$ cat config.mk
export PLATFORM = sky130hd
export DESIGN_NAME = ahb_decode_mux
export DESIGN_NICKNAME = d
export VERILOG_FILES = /design/src/rtl/ahb_pkg.sv /design/src/rtl/ahb_default_slave.sv /design/src/rtl/ahb_decode_mux.sv
export SDC_FILE = /design/constraint.sdc
export NUM_CORES = 1
export LEC_CHECK = 0
export BUFFER_PORTS_ARGS = -buffer_cell sky130_fd_sc_hd__buf_2
export CELL_PAD_IN_SITES_DETAIL_PLACEMENT = 1
export CELL_PAD_IN_SITES_GLOBAL_PLACEMENT = 1
export CORE_UTILIZATION = 13
export CTS_BUF_LIST = sky130_fd_sc_hd__clkbuf_16
export DETAILED_ROUTE_END_ITERATION = 16
export GPL_ROUTABILITY_DRIVEN = 0
export GPL_TIMING_DRIVEN = 0
export PLACE_DENSITY_LB_ADDON = 0.15
export REMOVE_ABC_BUFFERS = 1
export SYNTH_ARGS = -nofsm -noshare
export SYNTH_HDL_FRONTEND = slang
export SYNTH_HIERARCHICAL = 1
export SYNTH_SLANG_ARGS = --single-unit
$ cat constraint.sdc
create_clock -name HCLK -period 2 [get_ports HCLK]
set_clock_uncertainty 0.15 [all_clocks]
set_input_delay 0.6 -clock HCLK [delete_from_list [all_inputs] [get_ports HCLK]]
set_output_delay 0.6 -clock HCLK [all_outputs]
set_load 0.02 [all_outputs]
$ cat src/rtl/ahb_pkg.sv
// Shared AHB-Lite encodings and the default-slave state type for the address decoder/mux.
// Latency: n/a (types and constants only).
// Backpressure: n/a.
package ahb_pkg;

    // HTRANS encodings
    localparam logic [1:0] HTRANS_IDLE   = 2'b00;
    localparam logic [1:0] HTRANS_BUSY   = 2'b01;
    localparam logic [1:0] HTRANS_NONSEQ = 2'b10;
    localparam logic [1:0] HTRANS_SEQ    = 2'b11;

    // HRESP encodings
    localparam logic HRESP_OKAY  = 1'b0;
    localparam logic HRESP_ERROR = 1'b1;

    // Read data returned while the default slave signals an error
    localparam logic [31:0] ERROR_DATA = 32'hDEAD_BEEF;

    // Default-slave two-cycle ERROR response sequencer
    typedef enum logic [1:0] {
        IDLE = 2'd0,
        ERR1 = 2'd1,
        ERR2 = 2'd2
    } ds_state_t;

    // NONSEQ and SEQ are the only transfer types that need a data-phase response
    function automatic logic trans_active(input logic [1:0] htrans);
        return (htrans == HTRANS_NONSEQ) || (htrans == HTRANS_SEQ);
    endfunction

endpackage

$ cat src/rtl/ahb_default_slave.sv
// Default slave: answers transfers to unmapped addresses with a two-cycle AHB ERROR response.
// Latency: outputs are a function of the state register only; the ERROR takes two data-phase cycles.
// Backpressure: only advances out of IDLE on HREADY=1; ERR1 inserts the single wait state itself.
// Ports: hclk/hresetn (async active-low); hready = muxed bus ready; htrans + unmapped from the
//        current address phase; ready/resp/rdata = this slave's data-phase response.
module ahb_default_slave
    import ahb_pkg::*;
#(
    parameter int DATA_W = 32
) (
    input  logic              hclk,
    input  logic              hresetn,
    input  logic              hready,
    input  logic [1:0]        htrans,
    input  logic              unmapped,
    output logic              ready,
    output logic              resp,
    output logic [DATA_W-1:0] rdata
);

    // ERROR_DATA zero-extended or truncated to the bus width
    localparam logic [DATA_W+31:0] ERR_EXT    = {{DATA_W{1'b0}}, ERROR_DATA};
    localparam logic [DATA_W-1:0]  ERR_DATA_W = ERR_EXT[DATA_W-1:0];

    ds_state_t state;
    ds_state_t state_nxt;
    logic      err_start;

    // A new active transfer to an unmapped address is accepted on this edge
    assign err_start = hready && unmapped && trans_active(htrans);

    always_ff @(posedge hclk or negedge hresetn) begin
        if (!hresetn) begin
            state <= IDLE;
        end else begin
            state <= state_nxt;
        end
    end

    always_comb begin
        state_nxt = state;
        ready     = 1'b1;
        resp      = HRESP_OKAY;
        rdata     = '0;
        case (state)
            IDLE: begin
                if (err_start) begin
                    state_nxt = ERR1;
                end
            end
            ERR1: begin
                ready     = 1'b0;
                resp      = HRESP_ERROR;
                rdata     = ERR_DATA_W;
                state_nxt = ERR2;
            end
            ERR2: begin
                resp      = HRESP_ERROR;
                rdata     = ERR_DATA_W;
                // A pipelined unmapped transfer goes straight into the next ERROR
                state_nxt = err_start ? ERR1 : IDLE;
            end
            default: begin
                state_nxt = IDLE;
            end
        endcase
    end

endmodule

$ cat src/rtl/ahb_decode_mux.sv
// AHB-Lite address decoder and slave response multiplexer with optional default slave.
// Latency: HSEL is combinational from HADDR; responses are muxed with zero added latency.
// Backpressure: data-phase select (and default slave) advance only on HREADY=1; stalls freeze them.
// Ports: HCLK/HRESETn (async active-low); HADDR/HTRANS address phase in; HSEL_SIGNALS one-hot out;
//        HREADYOUT/HRESP/HRDATA_SIGNALS per-slave in; HREADY/HRESP/HRDATA muxed out.
// Build option: define AHB_DECODE_DEFAULT_SLAVE_EN to add the ERROR-returning default slave;
//        without it unmapped addresses alias to slave 0.
module ahb_decode_mux
    import ahb_pkg::*;
#(
    parameter int                            NUM_SLAVES = 3,
    parameter int                            DATA_W     = 32,
    parameter logic [NUM_SLAVES-1:0][31:0]   SLAVE_BASE = {32'h5000_0000, 32'h4000_0000, 32'h0000_0000},
    parameter logic [NUM_SLAVES-1:0][31:0]   SLAVE_MASK = {32'hF000_0000, 32'hF000_0000, 32'hC000_0000}
) (
    input  logic                         HCLK,
    input  logic                         HRESETn,
    input  logic [31:0]                  HADDR,
    input  logic [1:0]                   HTRANS,
    output logic [NUM_SLAVES-1:0]        HSEL_SIGNALS,
    input  logic [NUM_SLAVES-1:0]        HREADYOUT_SIGNALS,
    input  logic [NUM_SLAVES-1:0]        HRESP_SIGNALS,
    input  logic [NUM_SLAVES*DATA_W-1:0] HRDATA_SIGNALS,
    output logic                         HREADY,
    output logic                         HRESP,
    output logic [DATA_W-1:0]            HRDATA
);

    logic [NUM_SLAVES-1:0] hit;
    logic                  unmapped;
    logic                  def_sel;
    logic                  ds_ready;
    logic                  ds_resp;
    logic [DATA_W-1:0]     ds_rdata;

    // Data-phase select: one bit per slave plus the default slave in the top bit
    logic [NUM_SLAVES:0]   dsel;

    // Address decode; the first (lowest-index) matching region wins on overlap
    always_comb begin
        hit      = '0;
        unmapped = 1'b1;
        for (int i = 0; i < NUM_SLAVES; i++) begin
            if (unmapped && ((HADDR & SLAVE_MASK[i]) == SLAVE_BASE[i])) begin
                hit[i]   = 1'b1;
                unmapped = 1'b0;
            end
        end
    end

`ifdef AHB_DECODE_DEFAULT_SLAVE_EN
    assign HSEL_SIGNALS = hit;
    assign def_sel      = unmapped;

    ahb_default_slave #(
        .DATA_W (DATA_W)
    ) u_default_slave (
        .hclk     (HCLK),
        .hresetn  (HRESETn),
        .hready   (HREADY),
        .htrans   (HTRANS),
        .unmapped (unmapped),
        .ready    (ds_ready),
        .resp     (ds_resp),
        .rdata    (ds_rdata)
    );
`else
    // No local ERROR source: holes in the map fall through to slave 0
    logic htrans_unused;

    assign HSEL_SIGNALS  = hit | NUM_SLAVES'(unmapped);
    assign def_sel       = 1'b0;
    assign ds_ready      = 1'b1;
    assign ds_resp       = HRESP_OKAY;
    assign ds_rdata      = '0;
    assign htrans_unused = ^HTRANS;
`endif

    always_ff @(posedge HCLK or negedge HRESETn) begin
        if (!HRESETn) begin
            dsel <= '0;
        end else if (HREADY) begin
            dsel <= {def_sel, HSEL_SIGNALS};
        end
    end

    // Response mux; with nothing selected the bus idles ready with OKAY and zero data
    always_comb begin
        HREADY = 1'b1;
        HRESP  = HRESP_OKAY;
        HRDATA = '0;
        for (int i = 0; i < NUM_SLAVES; i++) begin
            if (dsel[i]) begin
                HREADY = HREADYOUT_SIGNALS[i];
                HRESP  = HRESP_SIGNALS[i];
                HRDATA = HRDATA_SIGNALS[i*DATA_W +: DATA_W];
            end
        end
        if (dsel[NUM_SLAVES]) begin
            HREADY = ds_ready;
            HRESP  = ds_resp;
            HRDATA = ds_rdata;
        end
    end

endmodule

# Word level (Yosys, flattened, before mapping)
# Cells that the tools add are included.
[op_classes]
bitwise_logic = 1
reduce_logical = 3
eq_ne = 2
n_mux = 15
[ops]
columns = ["cell", "count"]
rows = [
  ["32-bit 2-to-1 mux", 3],
  ["32-bit zero test", 1],
  ["1-bit 2-to-1 mux", 12],
  ["4-bit by 3-bit == test with 1-bit output, second input constant", 2],
  ["3-bit by 1-bit bitwise OR with 3-bit output", 1],
  ["1-bit logical AND", 2],
]
[totals]
output_inout_bits = 37
ff_bits = 3
in_bits = 138
elab_cells = 22

# Logic depth before layout (Yosys ltp)
[depth]
ltp_word = 7
ltp_mapped = 5
depth_no_buf = 3

# Worst setup path after synthesis
# No wires, ideal clock.
[synth_timing]
kind = "flip-flop to output port"
from = "register dsel[1]"
to = "output port HRDATA[30]"
t_required_ns = 1.250
stages_incl_launch_ff = 5
slack_ns = -0.031
arrival_time_ns = 1.281
path_buffers = 1
path_cell_list = "dfrtp_1 -> buf_6 -> and3b_2 -> a21oi_1 -> o21ai_0"
[synth_between]
elab_chain_len = 2
[synth_lines]
columns = ["item", "line_no", "rtl"]
rows = [
  ["start, declared", "ahb_decode_mux.sv:37", "logic [NUM_SLAVES:0] dsel;"],
  ["start signal, assigned", "ahb_decode_mux.sv:83", "dsel <= {def_sel, HSEL_SIGNALS};"],
  ["32-bit 2-to-1 mux (2 in a row)", "ahb_decode_mux.sv:93", "if (dsel[i]) begin"],
  ["end, declared", "ahb_decode_mux.sv:26", "output logic [DATA_W-1:0] HRDATA"],
]
# Every way passes these cells.

# Final worst setup path
[layout_timing]
from = "register dsel[1]"
to = "output port HRDATA[4]"
# Same word-level chain as after synthesis.

==> reports/results.ini <==
[clock_network]
clockBufferDepth = 2
cts-root-buf = clkbuf_16
clk_latency_ns = 0.23
cts_sinks = 3
ctsHoldBuffers = 0
clk_pin_slew_ns = 0.03
cts_made_buffers = 3
cts_tree = yes
ctsHtreeMaxLevel = 1

[flow_run]
drv_cap = 0

[sta]
fin_tns_setup_ns = -7.415
fmax_ghz = 0.4461
max_slew_margin_pct = 83.58
fin_ws_ns = -0.2417
whs_ns = 0.01365
fin_crit_ns = 2.242
hold_violations = 0
final.period_utilization_pct = 112.1
max_slew.worst_pin.slew_ns = 0.2463
setup_viol = 34
rsz0062_at_grt = yes
drv_slew = 0

[detailed_routing]
ant_nets = 0
via_per_inst = 4.571
wl_per_cell_um = 15.39
vias = 1682
routed_wl_um = 5663
drc = 0
first_iter_violations = 27
first_pass_iters = 3

[layout]
reg_top3 = dsel (3)
largest_reg_flops = 3
syn_to_final_growth_pct = 143.5
final_area_sq_um = 2187
mostFrequentLayoutCell = buf_2
seq_area_sq_um = 83.83
n_antenna_cell = 0
nets = 430
top_register = dsel
nFillCells = 818
drive_gt1_share_pct = 70.45
layout_common_cells = buf_2, nand2_1, buf_4
multi_input_area_sq_um = 888.4

[grt]
grt_use_total_pct = 14.78
antenna_found_initial = 0
grt_pass1_wl_um = 8404
grt_pass1_vias = 1690
grt_max_degree = 57
grt_overflow = 0

[critical_path]
crit_required_ns = 1.25
cpMaxStageDelayCell = dfrtp_4
crit_chain = buf_8 > buf_12 > a22oi_2 > o21ai_1 > buf_2
slowest_delay_ns = 0.53
path_class = reg -> out
cp.arrival_ns = 1.49
worstSetupStartpointType = flop
crit_path_end_kind = output pin
critPathMaxFanout = 11

[power]
netSwitchingPower_mw = 0.4810
power_density_nw_per_um2 = 550.6
switching_share_pct = 39.95
power.share.sequential_pct = 6.7
p_int_mw = 0.7231
power_frac_comb_pct = 66.8
p_leak_nw = 1.086
p_clk_share_pct = 26.5
irDropWorstVdd_uv = 184.3

[placement]
dp_slack_ns = -1.181
dpl-instance-area_sq_um = 1637
io_buffer_count = 144
dp_hpwl_um = 3744

[yosys]
ys_seq_area_share_pct = 8.357
synth_top_area_cell = a22oi_1
synth.avg_cell_area_sq_um = 6.463
syn_area_sq_um = 898.4
ys_ff_latch = 3
netlist.area_leader.share_pct = 25.91
yosysWarningCount = 6
yosysUniqueCellTypes = 27
synthCells = 139
synthTopCellsByArea = a22oi_1, o21ai_0, nand2_1, dfrtp_1, buf_6

[die]
initial_utilization_pct = 13.83
die-height_um = 85.13
coreArea_sq_um = 6495
chipWidth_um = 85.13
dieArea_sq_um = 7247
num_rows = 29
ios = 175

[run_status]
status = finished with violations
violations = negative setup slack

[min_path]
hold_class = in -> async

## power groups by stage
stage	clock, mW	sequential (mW)	combinational, mW
finish	0.319	0.0806	0.805
global route	0.326	0.0821	0.861
detailed placement	0	0.0992	0.543
floorplan	0	0.0909	0.290
CTS	0.320	0.0803	0.795
global placement	0	0.107	0.530
## path summary, 6_finish.rpt
check,startpoint,end,slack [ns],cells after the start
hold / removal,HRESETn,dsel[1]$_DFFE_PN0P_,0.01,1
max in group asynchronous,HRESETn,dsel[2]$_DFFE_PN0P_,1.56,1
setup / recovery,dsel[1]$_DFFE_PN0P_,HRDATA[4],-0.24,5
min in group HCLK,HADDR[30],dsel[0]$_DFFE_PN0P_,0.46,2
setup reg to reg,dsel[1]$_DFFE_PN0P_,dsel[1]$_DFFE_PN0P_,0.05,6
hold reg to reg,dsel[2]$_DFFE_PN0P_,dsel[1]$_DFFE_PN0P_,0.56,1
## routing by layer
metal	GRT usage, %	part of all wire (%)	vias to the layer above
met5	0	0	-
met4	3.082	0.49	0
met2	29.11	52	87
met1	15.68	37	765
li1	-	-	827
met3	3.696	10	3
## kinds of logic (layout without fill, tap and decap cells)
family,count (synthesis),after routing,synth area share (%)
muxes,1,1,1.114
and+or+nand+nor,47,48,27.72
AOI/OAI and AO/OA,72,72,51.25
buffers and inverters,16,167,11.56
DFF,3,3,8.356
## repair_timing
action	4_1_cts	5_1_grt
resized for setup	101	4
endpoints found under the setup margin	38	34
pin swaps	4	2
cloned	2	1
buffers inserted	15	0
## metrics by stage
stage               std cells  power [mW]  util (%)
global route              368       1.270     33.67
detailed placement        346      0.6425     25.20
global placement          345      0.6368     24.87
finish                    368       1.204     33.67
CTS                       367       1.195     33.02
floorplan                 124      0.3806         -
## worst max-delay path, delay by kind of cell (launching register included)
family	cells	cell delay [ns]
AOI/OAI and AO/OA	2	0.24
DFF	1	0.53
buffers and inverters	3	0.49
## synth_stat cells
master and n:
o21ai_1 5, a21oi_1 3, nand2_1 35, buf_6 4, nor3b_1 1, buf_4 3
nor3_1 1, inv_1 1, and2b_1 1, o31ai_2 1, clkbuf_1 6, dfrtp_1 3
and3b_2 2, nor4b_4 1, mux2i_1 1, o21ai_0 28, a2bb2oi_1 1, a22oi_1 31
buf_2 2, nor2_1 2, a21o_1 1, a211oi_2 1, nand4bb_1 1, a31oi_1 1
or3b_1 1, nor2b_4 1, nor3b_2 1
## cell type report
cell class,count,share of cell area [%]
clock inverters,1,0.1716
multi-input cells,121,40.62
repair buffers,162,47.37
clock buffers,3,3.432
flip-flops and latches,3,3.833
well taps,77,4.405
inverters,1,0.1716
Note: power is estimated with default switching activity, not from simulation.
